$ cat src/rtl/hexd_ctrl.sv
// Hex-display MMIO endpoint: holds the CPU-visible 16-bit register and scans it
// onto a 4-digit common-anode 7-segment display, committing new values per frame.
module hexd_ctrl #(
    parameter int SCAN_DIV = 50000,
    parameter int DATA_W   = 16
) (
    input  logic              i_clk,
    input  logic              i_rst_n,
    input  logic [DATA_W-1:0] i_hexd_data,
    input  logic              i_hexd_wren,
    output logic [DATA_W-1:0] o_hexd_rdata,
    output logic              o_hexd_pending,
    output logic [3:0]        o_anodes,
    output logic [6:0]        o_segs,
    output logic              o_dp
);

    localparam int DIGITS  = DATA_W / 4;
    localparam int IDX_W   = $clog2(DIGITS);
    localparam int PRESC_W = $clog2(SCAN_DIV);

    localparam logic [PRESC_W-1:0] PRESC_MAX = PRESC_W'(SCAN_DIV - 1);
    localparam logic [IDX_W-1:0]   LAST_IDX  = IDX_W'(DIGITS - 1);

    logic [DATA_W-1:0]  data_reg;
    logic [DATA_W-1:0]  disp_reg;
    logic               pending;
    logic [PRESC_W-1:0] presc;
    logic [IDX_W-1:0]   idx;
    logic               tick;
    logic               frame_end;
    logic [3:0]         cur_nibble;

    // Active-low segment patterns, bit order {g,f,e,d,c,b,a}.
    function automatic logic [6:0] dec(input logic [3:0] nib);
        logic [6:0] seg;
        seg = 7'h7F;
        case (nib)
            4'h0: seg = 7'h40;
            4'h1: seg = 7'h79;
            4'h2: seg = 7'h24;
            4'h3: seg = 7'h30;
            4'h4: seg = 7'h19;
            4'h5: seg = 7'h12;
            4'h6: seg = 7'h02;
            4'h7: seg = 7'h78;
            4'h8: seg = 7'h00;
            4'h9: seg = 7'h10;
            4'hA: seg = 7'h08;
            4'hB: seg = 7'h03;
            4'hC: seg = 7'h46;
            4'hD: seg = 7'h21;
            4'hE: seg = 7'h06;
            4'hF: seg = 7'h0E;
            default: seg = 7'h7F;
        endcase
        return seg;
    endfunction

    assign tick       = (presc == PRESC_MAX);
    assign frame_end  = tick && (idx == LAST_IDX);
    assign cur_nibble = disp_reg[{idx, 2'b00} +: 4];

    always_ff @(posedge i_clk or negedge i_rst_n) begin
        if (!i_rst_n) begin
            presc <= '0;
            idx   <= '0;
        end else if (tick) begin
            presc <= '0;
            idx   <= idx + 1'b1;
        end else begin
            presc <= presc + 1'b1;
        end
    end

    // A write landing on the frame boundary still wins: the old value commits
    // now and the new one stays pending for the next frame.
    always_ff @(posedge i_clk or negedge i_rst_n) begin
        if (!i_rst_n) begin
            data_reg <= '0;
            disp_reg <= '0;
            pending  <= 1'b0;
        end else begin
            if (frame_end && pending) begin
                disp_reg <= data_reg;
                pending  <= 1'b0;
            end
            if (i_hexd_wren) begin
                data_reg <= i_hexd_data;
                pending  <= 1'b1;
            end
        end
    end

    always_ff @(posedge i_clk or negedge i_rst_n) begin
        if (!i_rst_n) begin
            o_anodes <= 4'hF;
            o_segs   <= 7'h7F;
        end else begin
            o_anodes <= ~(4'b0001 << idx);
            o_segs   <= dec(cur_nibble);
        end
    end

    assign o_hexd_rdata   = data_reg;
    assign o_hexd_pending = pending;
    assign o_dp           = 1'b1;

endmodule
$ cat config.mk
export PLATFORM = sky130hd
export DESIGN_NAME = hexd_ctrl
export DESIGN_NICKNAME = d
export VERILOG_FILES = /design/src/rtl/hexd_ctrl.sv
export SDC_FILE = /design/constraint.sdc
export NUM_CORES = 1
export LEC_CHECK = 0
export ABC_AREA = 1
export BUFFER_PORTS_ARGS = -buffer_cell sky130_fd_sc_hd__buf_2
export CAP_MARGIN = 20
export CORE_UTILIZATION = 44
export DETAILED_ROUTE_END_ITERATION = 16
export PLACE_DENSITY = 0.71
export SYNTH_ARGS = -nofsm -noshare
export SYNTH_HDL_FRONTEND = slang
export SYNTH_SLANG_ARGS = --single-unit
$ cat constraint.sdc
create_clock -name i_clk -period 2.36 [get_ports i_clk]
set_input_delay 0.118 -clock i_clk [delete_from_list [all_inputs] [get_ports i_clk]]
set_output_delay 0.118 -clock i_clk [all_outputs]
set_load 0.02 [all_outputs]
==> flow_summary_export.csv, run 1 <==
group,metric,value,unit
floorplan,pin_count,48,
min_path,hp-class,"in -> reg",
critical_path,arrival,2.07,ns
timing,fmax,559,MHz
layout,nFillCells,607,
clock_tree,cts_buffers,9,
power,p_leak,0.00199,uW
detailed_routing,dr.pass1.iters,4,
logic_synthesis,synth_area,0.00307,sq mm
logic_synthesis,synth_area_per_cell,8.26,sq um
clock_tree,cts_root_buf,"clkbuf_8",
clock_tree,clkSlewWorstSetupHoldPaths,0.08,ns
grt,gr-total-overflow,0,
logic_synthesis,postSynthNetCount,402,
layout,multi_input_area,0.00129,sq mm
place,portBuffers,46,
clock_tree,clock_latency,0.33,ns
layout,n_antenna_cell,0,
clock_tree,post-cts-setup-buffer-count,0,
min_path,min_delay_path_depth,3,
timing,layout_min_cycle_time,1.79,ns
grt,use_met1,26.2,%
timing,setup_viol,0,
power,power.density,597,mW/mm^2
layout,regArea,0.00157,sq mm
critical_path,cp_max_fo,11,
timing,finalSetupTns,0,ns
layout,fin_nets,465,
run,cap_violations,0,
grt,grt_pass1_vias,2442,
timing,relSlewSlack,50.6,%
detailed_routing,via_per_inst,4.91,
logic_synthesis,synthCells,372,
clock_tree,clock_tree.buffer_depth,2,
floorplan,die_h,85.6,um
grt,grt_max_degree,63,
timing,final_hold_viol_count,0,
clock_tree,cts_tree,"yes",
floorplan,core,0.00676,sq mm
place,post-dp-hpwl,4300,um
place,place_congestion,0.903,
clock_tree,h-tree-depth,3,
clock_tree,post_cts_resized,0,
clock_tree,cts_hold_buf,16,
critical_path,path_class,"reg -> reg",
timing,timing.final.ws_setup,0.573,ns
timing,fin_worst_skew,0.0120,ns
floorplan,die_area,0.00732,sq mm
grt,grt_first_pass_wirelength,11200,um
detailed_routing,initialDrtViolationCount,126,
grt,grt_util_met2,31.1,%
timing,slew_violations,0,
layout,layout-drive-gt1-share,19.8,%
detailed_routing,antenna_left,0,
grt,grt_usage,19.5,%
critical_path,setup.worst_path.start_class,"flip-flop",
layout,area_delta_synth_final,20.4,%
floorplan,fp.dieW,85.6,um
timing,timing.final.crit_share,75.7,%
logic_synthesis,synth_cell_type_count,29,
timing,rsz0062_at_grt,"false",
layout,design_area,0.00370,sq mm
grt,grt.met3_usage,4.91,%
detailed_routing,wl,6350,um
logic_synthesis,yosysSeqAreaShare,50.9,%
power,ir_worst_vdd,0.525,mV
floorplan,initial_utilization,45.5,%
timing,worst_slew_pin_slew,0.742,ns
critical_path,cp-end-kind,"flip-flop",
detailed_routing,vias,2554,
logic_synthesis,ys_warn_count,0,
floorplan,rows,30,
place,placed_cell_area,0.00333,sq mm
place,place_ws,0.610,ns
clock_tree,cts.sinks,62,
detailed_routing,drc_errors,0,
grt,grt.busiest_layer,"met2",
logic_synthesis,ys_ff_latch,62,
critical_path,r2r_cells,7,
grt,antenna_found_initial,0,
run_status,status,"finished clean",
critical_path,cp_data_required_time,2.64,ns
detailed_routing,wl_per_cell,12.2,um
## per-stage QoR
step / std cells / total power (uW) / util, % / hold slack, ns
2_1_floorplan: 372 / 1190 / - / -0.178
4_1_cts: 520 / 2240 / 54.8 / 0.00701
5_1_grt: 520 / 2300 / 54.8 / 0.0287
3_3_place_gp: 488 / 1250 / 49.3 / 0.319
6_report: 520 / 2210 / 54.8 / 0.0504
3_5_place_dp: 488 / 1250 / 49.3 / 0.321
## layout make-up
cell class / instances / area share, %
clock inverters: 6 / 1.86
flip-flops and latches: 62 / 42.3
repair buffers: 64 / 11.0
well taps: 80 / 2.71
inverters: 34 / 3.65
clock buffers: 10 / 3.72
multi-input cells: 264 / 34.8
## placed cells by master, fill, tap and decap left out, types with 10 or more instances in the layout
| cell | n |
|---|---|
| buf_2 | 46 |
| clkbuf_8 | 10 |
| dfrtp_1 | 51 |
| dfstp_2 | 11 |
| dlygate4sd3_1 | 16 |
| ha_1 | 11 |
| inv_1 | 31 |
| nand2_1 | 153 |
| nand3_1 | 22 |
| nand4_1 | 18 |
| nor2_1 | 24 |
## logic make-up (layout without fill, tap and decap cells)
family | after synthesis | after routing | synth area share [%]
AOI/OAI and AO/OA | 11 | 11 | 2.04
xor gates and xnor gates | 8 | 8 | 2.28
adders and majority gates | 11 | 11 | 4.48
buffers and inverters | 46 | 114 | 7.17
DFF | 62 | 62 | 50.9
other | 1 | 1 | 0.122
and+or+nand+nor | 233 | 233 | 33.0
## routing by layer
| metal | vias to the layer above | routed length, um |
|---|---|---|
| li1 | 1291 | - |
| met1 | 1179 | 3000 |
| met2 | 80 | 3010 |
| met3 | 4 | 320 |
| met4 | 0 | 26 |
| met5 | - | 0 |
## worst paths after layout
path                       slack (ns)          startpoint                          end
max in group asynchronous        1.41             i_rst_n           idx[0]$_DFFE_PN0N_
setup / recovery                 0.57  idx[0]$_DFFE_PN0N_          o_segs[1]$_DFF_PN1_
setup reg to reg                 0.57  idx[0]$_DFFE_PN0N_          o_segs[1]$_DFF_PN1_
hold / removal                   0.05      i_hexd_data[6]  o_hexd_rdata[6]$_DFFE_PN0P_
min in group asynchronous        0.48             i_rst_n           presc[1]$_DFF_PN0_
hold reg to reg                  0.47  presc[0]$_DFF_PN0_           presc[0]$_DFF_PN0_
## report_power, final
group	internal (uW)	switching (uW)	total, uW
registers	1090	21.3	1110
clock network	522	433	955
logic	55.8	89.2	145
## worst max-delay path: stages, from the launching register on
cell and delay [ns]:
dfrtp_1 0.63, nand2_1 0.11, nand3_1 0.11, nand2_1 0.17, ha_1 0.34, nand3_1 0.10
or2_0 0.22, nand2_1 0.07
## Yosys cell counts (all sizes together)
cell	n	area, sq um
conb	1	3.75
nand3	24	130
dfstp	11	289
or2	1	6.26
clkbuf	2	7.51
o21ai	6	30.0
nand4	19	134
nor2	28	125
buf	10	77.6
xor2	8	70.1
nand2	156	593
a21oi	2	10.0
clkinv	1	3.75
ha	11	138
dfrtp	51	1280
inv	33	131
nor3	5	25.0
o21bai	2	15.0
a21boi	1	7.51
Power figures use the tool's default switching activity.
==> run 2, diff against run 1 <==
==> constraint.sdc (replaced) <==
create_clock -name i_clk -period 1.69 [get_ports i_clk]
set_input_delay 0.0845 -clock i_clk [delete_from_list [all_inputs] [get_ports i_clk]]
set_output_delay 0.0845 -clock i_clk [all_outputs]
set_load 0.02 [all_outputs]
==> flow_summary_export.csv, run 2 (synthesized netlist as in run 1, its figures left out) <==
group,metric,value,unit
run_status,status,"finished clean",
critical_path,rr_startpoint,"presc[0]$_DFF_PN0_",
min_path,hp-class,"in -> reg",
timing,worst_hold_slack,0.164,ns
timing,slew_violations,0,
timing,fin_worst_skew,0.0129,ns
clock_tree,cts.sinks,62,
layout,fin_nets,472,
grt,grt_max_degree,63,
clock_tree,h-tree-depth,3,
layout,nFillCells,618,
detailed_routing,via_per_inst,4.82,
detailed_routing,wl_per_cell,12.0,um
timing,timing.final.crit_share,92.2,%
clock_tree,cts_tree,"yes",
layout,final_core_util,56.5,%
clock_tree,clkSlewWorstSetupHoldPaths,0.08,ns
clock_tree,cts_buffers,9,
grt,antenna_found_initial,0,
timing,fmax,642,MHz
detailed_routing,wl,6310,um
critical_path,cp-end-kind,"flip-flop",
floorplan,die_h,85.6,um
detailed_routing,vias,2540,
floorplan,pin_count,48,
timing,final_hold_viol_count,0,
min_path,hold_path.startpoint,"i_hexd_wren",
place,place_congestion,0.873,
layout,layout.cells.non_filler,527,
floorplan,fp.dieW,85.6,um
timing,layout_min_cycle_time,1.56,ns
grt,grt_first_pass_wirelength,11200,um
detailed_routing,dr.pass1.iters,4,
critical_path,path_class,"reg -> reg",
layout,regArea,0.00157,sq mm
critical_path,cp_max_fo,5,
timing,setup_viol,0,
grt,gr-total-overflow,0,
place,placed_cells,493,
place,post-dp-hpwl,4300,um
detailed_routing,drc_errors,0,
floorplan,rows,30,
critical_path,cp-startpoint,"presc[0]$_DFF_PN0_",
power,ir_worst_vdd,0.488,mV
clock_tree,cts_root_buf,"clkbuf_8",
floorplan,initial_utilization,45.5,%
layout,multi_input_area,0.00131,sq mm
layout,n_antenna_cell,0,
floorplan,core,0.00676,sq mm
layout,layout_common_cells,"150 x nand2_1, 49 x dfrtp_1, 46 x buf_2",
layout,area_delta_synth_final,24.3,%
grt,grt_usage,19.5,%
place,place_ws,-0.00427,ns
detailed_routing,initialDrtViolationCount,133,
layout,design_area,0.00382,sq mm
power,power.density,838,mW/mm^2
layout,final_common_cell,"nand2_1",
critical_path,arrival,1.78,ns
grt,grt_pass1_vias,2506,
detailed_routing,antenna_left,0,
clock_tree,clock_latency,0.34,ns
power,p_leak,0.00204,uW
floorplan,die_area,0.00732,sq mm
layout,layout-drive-gt1-share,22.4,%
run,cap_violations,0,
clock_tree,clock_tree.buffer_depth,2,
critical_path,cp_data_required_time,1.91,ns
place,placed_cell_area,0.00340,sq mm
critical_path,setup.worst_path.start_class,"flip-flop",
timing,timing.final.ws_setup,0.131,ns
place,portBuffers,46,
==> run 2: changes by cell type in the layout (fill, tap and decap cells not counted), sizes merged <==
cell / delta
buf: +5
bufinv: +1
clkbuf: -1
clkinv: -1
clkinvlp: +1
dlygate4sd3: +1
dlymetal6s2s: +1
==> run 2: per-stage QoR <==
stage	power (uW)	TNS, ns
after floorplan	1660	0
after detailed placement	1750	-0.00427
after global routing	3350	-0.00146
final	3200	0
after global placement	1750	0
after CTS	3250	0
==> run 2: metal layers <==
| layer | GRT usage [%] | wire [um] | vias up |
|---|---|---|---|
| met5 | 0 | 0 | - |
| met4 | 8.03 | 93 | 0 |
| met3 | 5.29 | 316 | 7 |
| met2 | 30.8 | 2890 | 61 |
| met1 | 25.6 | 3010 | 1162 |
| li1 | - | - | 1310 |
==> run 2: timing repair <==
| action | in CTS | in global routing |
|---|---|---|
| setup endpoints to repair | 1 | 6 |
| gates resized for setup | 1 | 9 |
| buffers inserted | 0 | 1 |
| gates cloned | 0 | 0 |
| endpoints found under the hold margin | 67 | 0 |
| hold buffers | 17 | 0 |
==> run 2: worst max-delay path: stages (launching register included) <==
cell and delay (ns):
dfrtp_1 0.38, ha_1 0.23, nand3_1 0.17, nor2_2 0.20, nand2_1 0.20, o21ai_0 0.20, nand2_1 0.06
==> run 2: final cells by class <==
cell class | instances | area share (%)
clock buffers | 9 | 3.24
clock inverters | 7 | 2.55
inverters | 34 | 3.54
multi-input cells | 264 | 34.2
flip-flops and latches | 62 | 41.0
well taps | 80 | 2.62
repair buffers | 71 | 12.8
==> run 2: final timing paths <==
path | end | slack [ns] | depth (start not counted)
setup / recovery | o_hexd_pending$_DFFE_PN0P_ | 0.13 | 6
hold / removal | o_hexd_rdata[4]$_DFFE_PN0P_ | 0.16 | 4
setup reg to reg | o_hexd_pending$_DFFE_PN0P_ | 0.13 | 6
hold reg to reg | presc[0]$_DFF_PN0_ | 0.47 | 1
max in group asynchronous | o_anodes[2]$_DFF_PN1_ | 1.10 | 3
min in group asynchronous | presc[3]$_DFF_PN0_ | 0.28 | 3
==> run 2: where the power goes <==
| group | switching, uW | total [uW] | leakage, uW | internal (uW) |
|---|---|---|---|---|
| Clock | 611 | 1440 | 0.000106 | 834 |
| Combinational | 125 | 209 | 0.00116 | 84.4 |
| Sequential | 29.0 | 1550 | 0.000775 | 1520 |
| Total | 765 | 3200 | 0.00204 | 2440 |
==> run 3, diff against run 2 <==
--- a/config.mk
+++ b/config.mk
@@ -5,12 +5,11 @@
 export SDC_FILE = /design/constraint.sdc
 export NUM_CORES = 1
 export LEC_CHECK = 0
-export ABC_AREA = 1
 export BUFFER_PORTS_ARGS = -buffer_cell sky130_fd_sc_hd__buf_2
 export CAP_MARGIN = 20
 export CORE_UTILIZATION = 44
 export DETAILED_ROUTE_END_ITERATION = 16
-export PLACE_DENSITY = 0.71
+export PLACE_DENSITY = 0.72
 export SYNTH_ARGS = -nofsm -noshare
 export SYNTH_HDL_FRONTEND = slang
 export SYNTH_SLANG_ARGS = --single-unit
==> flow_summary_export.csv, run 3 <==
group,metric,value,unit
run_status,status,"finished with violations",
run_status,violations,"negative setup slack",
power,intPower,2380,uW
timing,rsz0062_at_grt,"true",
layout,final_common_cell,"dfrtp_1",
timing,setup_viol,23,
power,p_comb_share,7.4,%
place,portBuffers,46,
timing,final_hold_viol_count,0,
place,placed_cell_area,0.00339,sq mm
detailed_routing,drc_errors,0,
critical_path,setup.worst_path.start_class,"flip-flop",
layout,area_delta_synth_final,40.7,%
timing,fin_worst_skew,0.00606,ns
power,p_sw_share,22.9,%
floorplan,die_h,81.8,um
logic_synthesis,synth_area_per_cell,13.6,sq um
power,ir_worst_vdd,0.681,mV
clock_tree,h-tree-depth,3,
floorplan,rows,28,
logic_synthesis,synth_area_leaders,"dfrtp_1 46%, dfstp_2 10%, mux2_2 9.7%",
logic_synthesis,synthCells,206,
timing,slew_violations,0,
critical_path,endpoint,"o_segs[3]$_DFF_PN1_",
critical_path,cp_max_fo,5,
clock_tree,cts.sinks,62,
critical_path,regToRegSetupSlack,-0.16,ns
floorplan,die_area,0.00669,sq mm
layout,fin_nets,342,
layout,design_area,0.00394,sq mm
grt,grt_usage,21.0,%
power,clockPowerShare,42.3,%
floorplan,pin_count,48,
run,cap_violations,0,
power,p_leak,0.00183,uW
timing,timing.final.ws_setup,-0.161,ns
power,p_sw,708,uW
min_path,hold_path.startpoint,"i_hexd_wren",
min_path,hp-class,"in -> reg",
logic_synthesis,synth_area,0.00280,sq mm
detailed_routing,initialDrtViolationCount,127,
logic_synthesis,synthArstFlopShare,100,%
place,post-dp-hpwl,3630,um
detailed_routing,wl,6070,um
power,power.density,785,mW/mm^2
critical_path,r2r_end,"o_segs[3]$_DFF_PN1_",
critical_path,cp-end-kind,"flip-flop",
detailed_routing,vias,1956,
logic_synthesis,postSynthNetCount,236,
power,power.total,3090,uW
logic_synthesis,synth_top_cell_area_share,45.6,%
logic_synthesis,synth_cell_type_count,36,
detailed_routing,via_per_inst,4.99,
logic_synthesis,yosys.cell_count.top_type,"dfrtp_1",
timing,finalSetupTns,-1.53,ns
power,pwr-share-seq,50.4,%
logic_synthesis,yosys.area.top_type,"dfrtp_1",
logic_synthesis,synth_common_cells,"51 x dfrtp_1, 24 x mux2_2, 12 x inv_1, 11 x dfstp_2, 11 x ha_1",
clock_tree,cts_tree,"yes",
floorplan,core,0.00603,sq mm
critical_path,cp-startpoint,"idx[0]$_DFFE_PN0N_",
grt,grt_pass1_vias,2014,
grt,grt_max_degree,63,
clock_tree,clock_tree.buffer_depth,2,
critical_path,arrival,2.10,ns
critical_path,r2r_cells,5,
clock_tree,cts_buffers,9,
detailed_routing,dr.pass1.iters,5,
clock_tree,cts_root_buf,"clkbuf_8",
critical_path,cp_data_required_time,1.94,ns
timing,timing.final.crit_share,110,%
timing,fmax,540,MHz
clock_tree,clkSlewWorstSetupHoldPaths,0.07,ns
grt,antenna_found_initial,0,
logic_synthesis,yosysSeqAreaShare,55.9,%
grt,grt_first_pass_wirelength,10000,um
logic_synthesis,synth_edf_count,0,
grt,gr-total-overflow,0,
logic_synthesis,ys_warn_count,0,
floorplan,fp.dieW,81.8,um
layout,n_antenna_cell,0,
logic_synthesis,synthFlopType,"dfrtp_1",
floorplan,initial_utilization,46.5,%
timing,layout_min_cycle_time,1.85,ns
layout,layout_common_cells,"50 x dfrtp_1, 46 x buf_2, 34 x buf_4",
detailed_routing,wl_per_cell,15.5,um
detailed_routing,antenna_left,0,
critical_path,path_class,"reg -> reg",
layout,layout-drive-gt1-share,53.9,%
logic_synthesis,ys_ff_latch,62,
critical_path,rr_startpoint,"idx[0]$_DFFE_PN0N_",
clock_tree,clock_latency,0.33,ns
min_path,min_delay_path_depth,2,
place,place_congestion,0.761,
==> run 3: cell count changes after synthesis, moves of 5 or more <==
cell | before | now
nand4_1 | 18 | 3
xnor2_1 | 0 | 9
inv_1 | 31 | 12
mux2_4 | 0 | 10
mux4_2 | 0 | 5
mux2_2 | 0 | 24
nand3_1 | 22 | 6
nor2_1 | 24 | 10
nand2_1 | 153 | 8
==> run 3: layer usage <==
| layer | vias up | wire, um | global-route usage (%) |
|---|---|---|---|
| met2 | 60 | 2990 | 32.6 |
| li1 | 926 | - | - |
| met3 | 11 | 361 | 6.67 |
| met4 | 0 | 98 | 8.60 |
| met5 | - | 0 | 0 |
| met1 | 959 | 2620 | 27.0 |
==> run 3: final cells by class <==
cell class                 instances  area [sq um]
fill                             438          2090
clock inverter                     4          45.0
multi-input combinational        124          1270
inverter                          12          47.5
sequential                        62          1570
tap                               75          93.8
clock buffer                      12           155
timing repair buffer             103           757
==> run 3: power by group through the flow <==
stage               sequential [uW]  clock [uW]  combinational (uW)
finish                         1560        1310                 228
global route                   1560        1430                 248
CTS                            1560        1340                 227
detailed placement             1580           0                 196
global placement               1580           0                 194
floorplan                      1620           0                50.8
==> run 3: what timing repair did <==
action	4_1_cts	5_1_grt
setup buffers	3	1
endpoints found under the hold margin	67	0
hold buffers	17	0
gates cloned	2	0
gates resized for setup	23	4
pin swaps	2	3
endpoints found under the setup margin	23	24
==> run 3: per-stage QoR <==
stage / utilization (%) / hold WS [ns] / setup slack [ns] / std cells
2_1_floorplan: - / -0.211 / -0.187 / 206
3_5_place_dp: 56.3 / 0.118 / -0.170 / 353
4_1_cts: 65.1 / 0.203 / -0.153 / 391
6_report: 65.4 / 0.221 / -0.161 / 392
3_3_place_gp: 56.3 / 0.114 / -0.101 / 353
5_1_grt: 65.4 / 0.217 / -0.214 / 392
==> run 3: cell families after synthesis <==
family	share of synthesized area [%]
buf+inv	4.02
fa+ha+maj	4.92
mux	19.7
simple gates	8.76
compound gates	2.14
xor+xnor	4.38
other cells	0.134
flops	55.9
==> run 3: worst min path at each step <==
stage	to	slack [ns]
6_report	o_hexd_pending$_DFFE_PN0P_	0.22
5_1_grt	o_hexd_pending$_DFFE_PN0P_	0.22
4_1_cts	o_hexd_pending$_DFFE_PN0P_	0.20
3_5_place_dp	presc[0]$_DFF_PN0_	0.12
3_3_place_gp	presc[0]$_DFF_PN0_	0.11
2_1_floorplan	disp_reg[0]$_DFFE_PN0P_	-0.21
==> run 3: critical path, cell delays in order, from the launching register on <==
cell	delay (ns)
dfrtp_2	0.42
mux4_2	0.62
inv_4	0.12
ha_4	0.13
inv_2	0.03
mux4_2	0.45
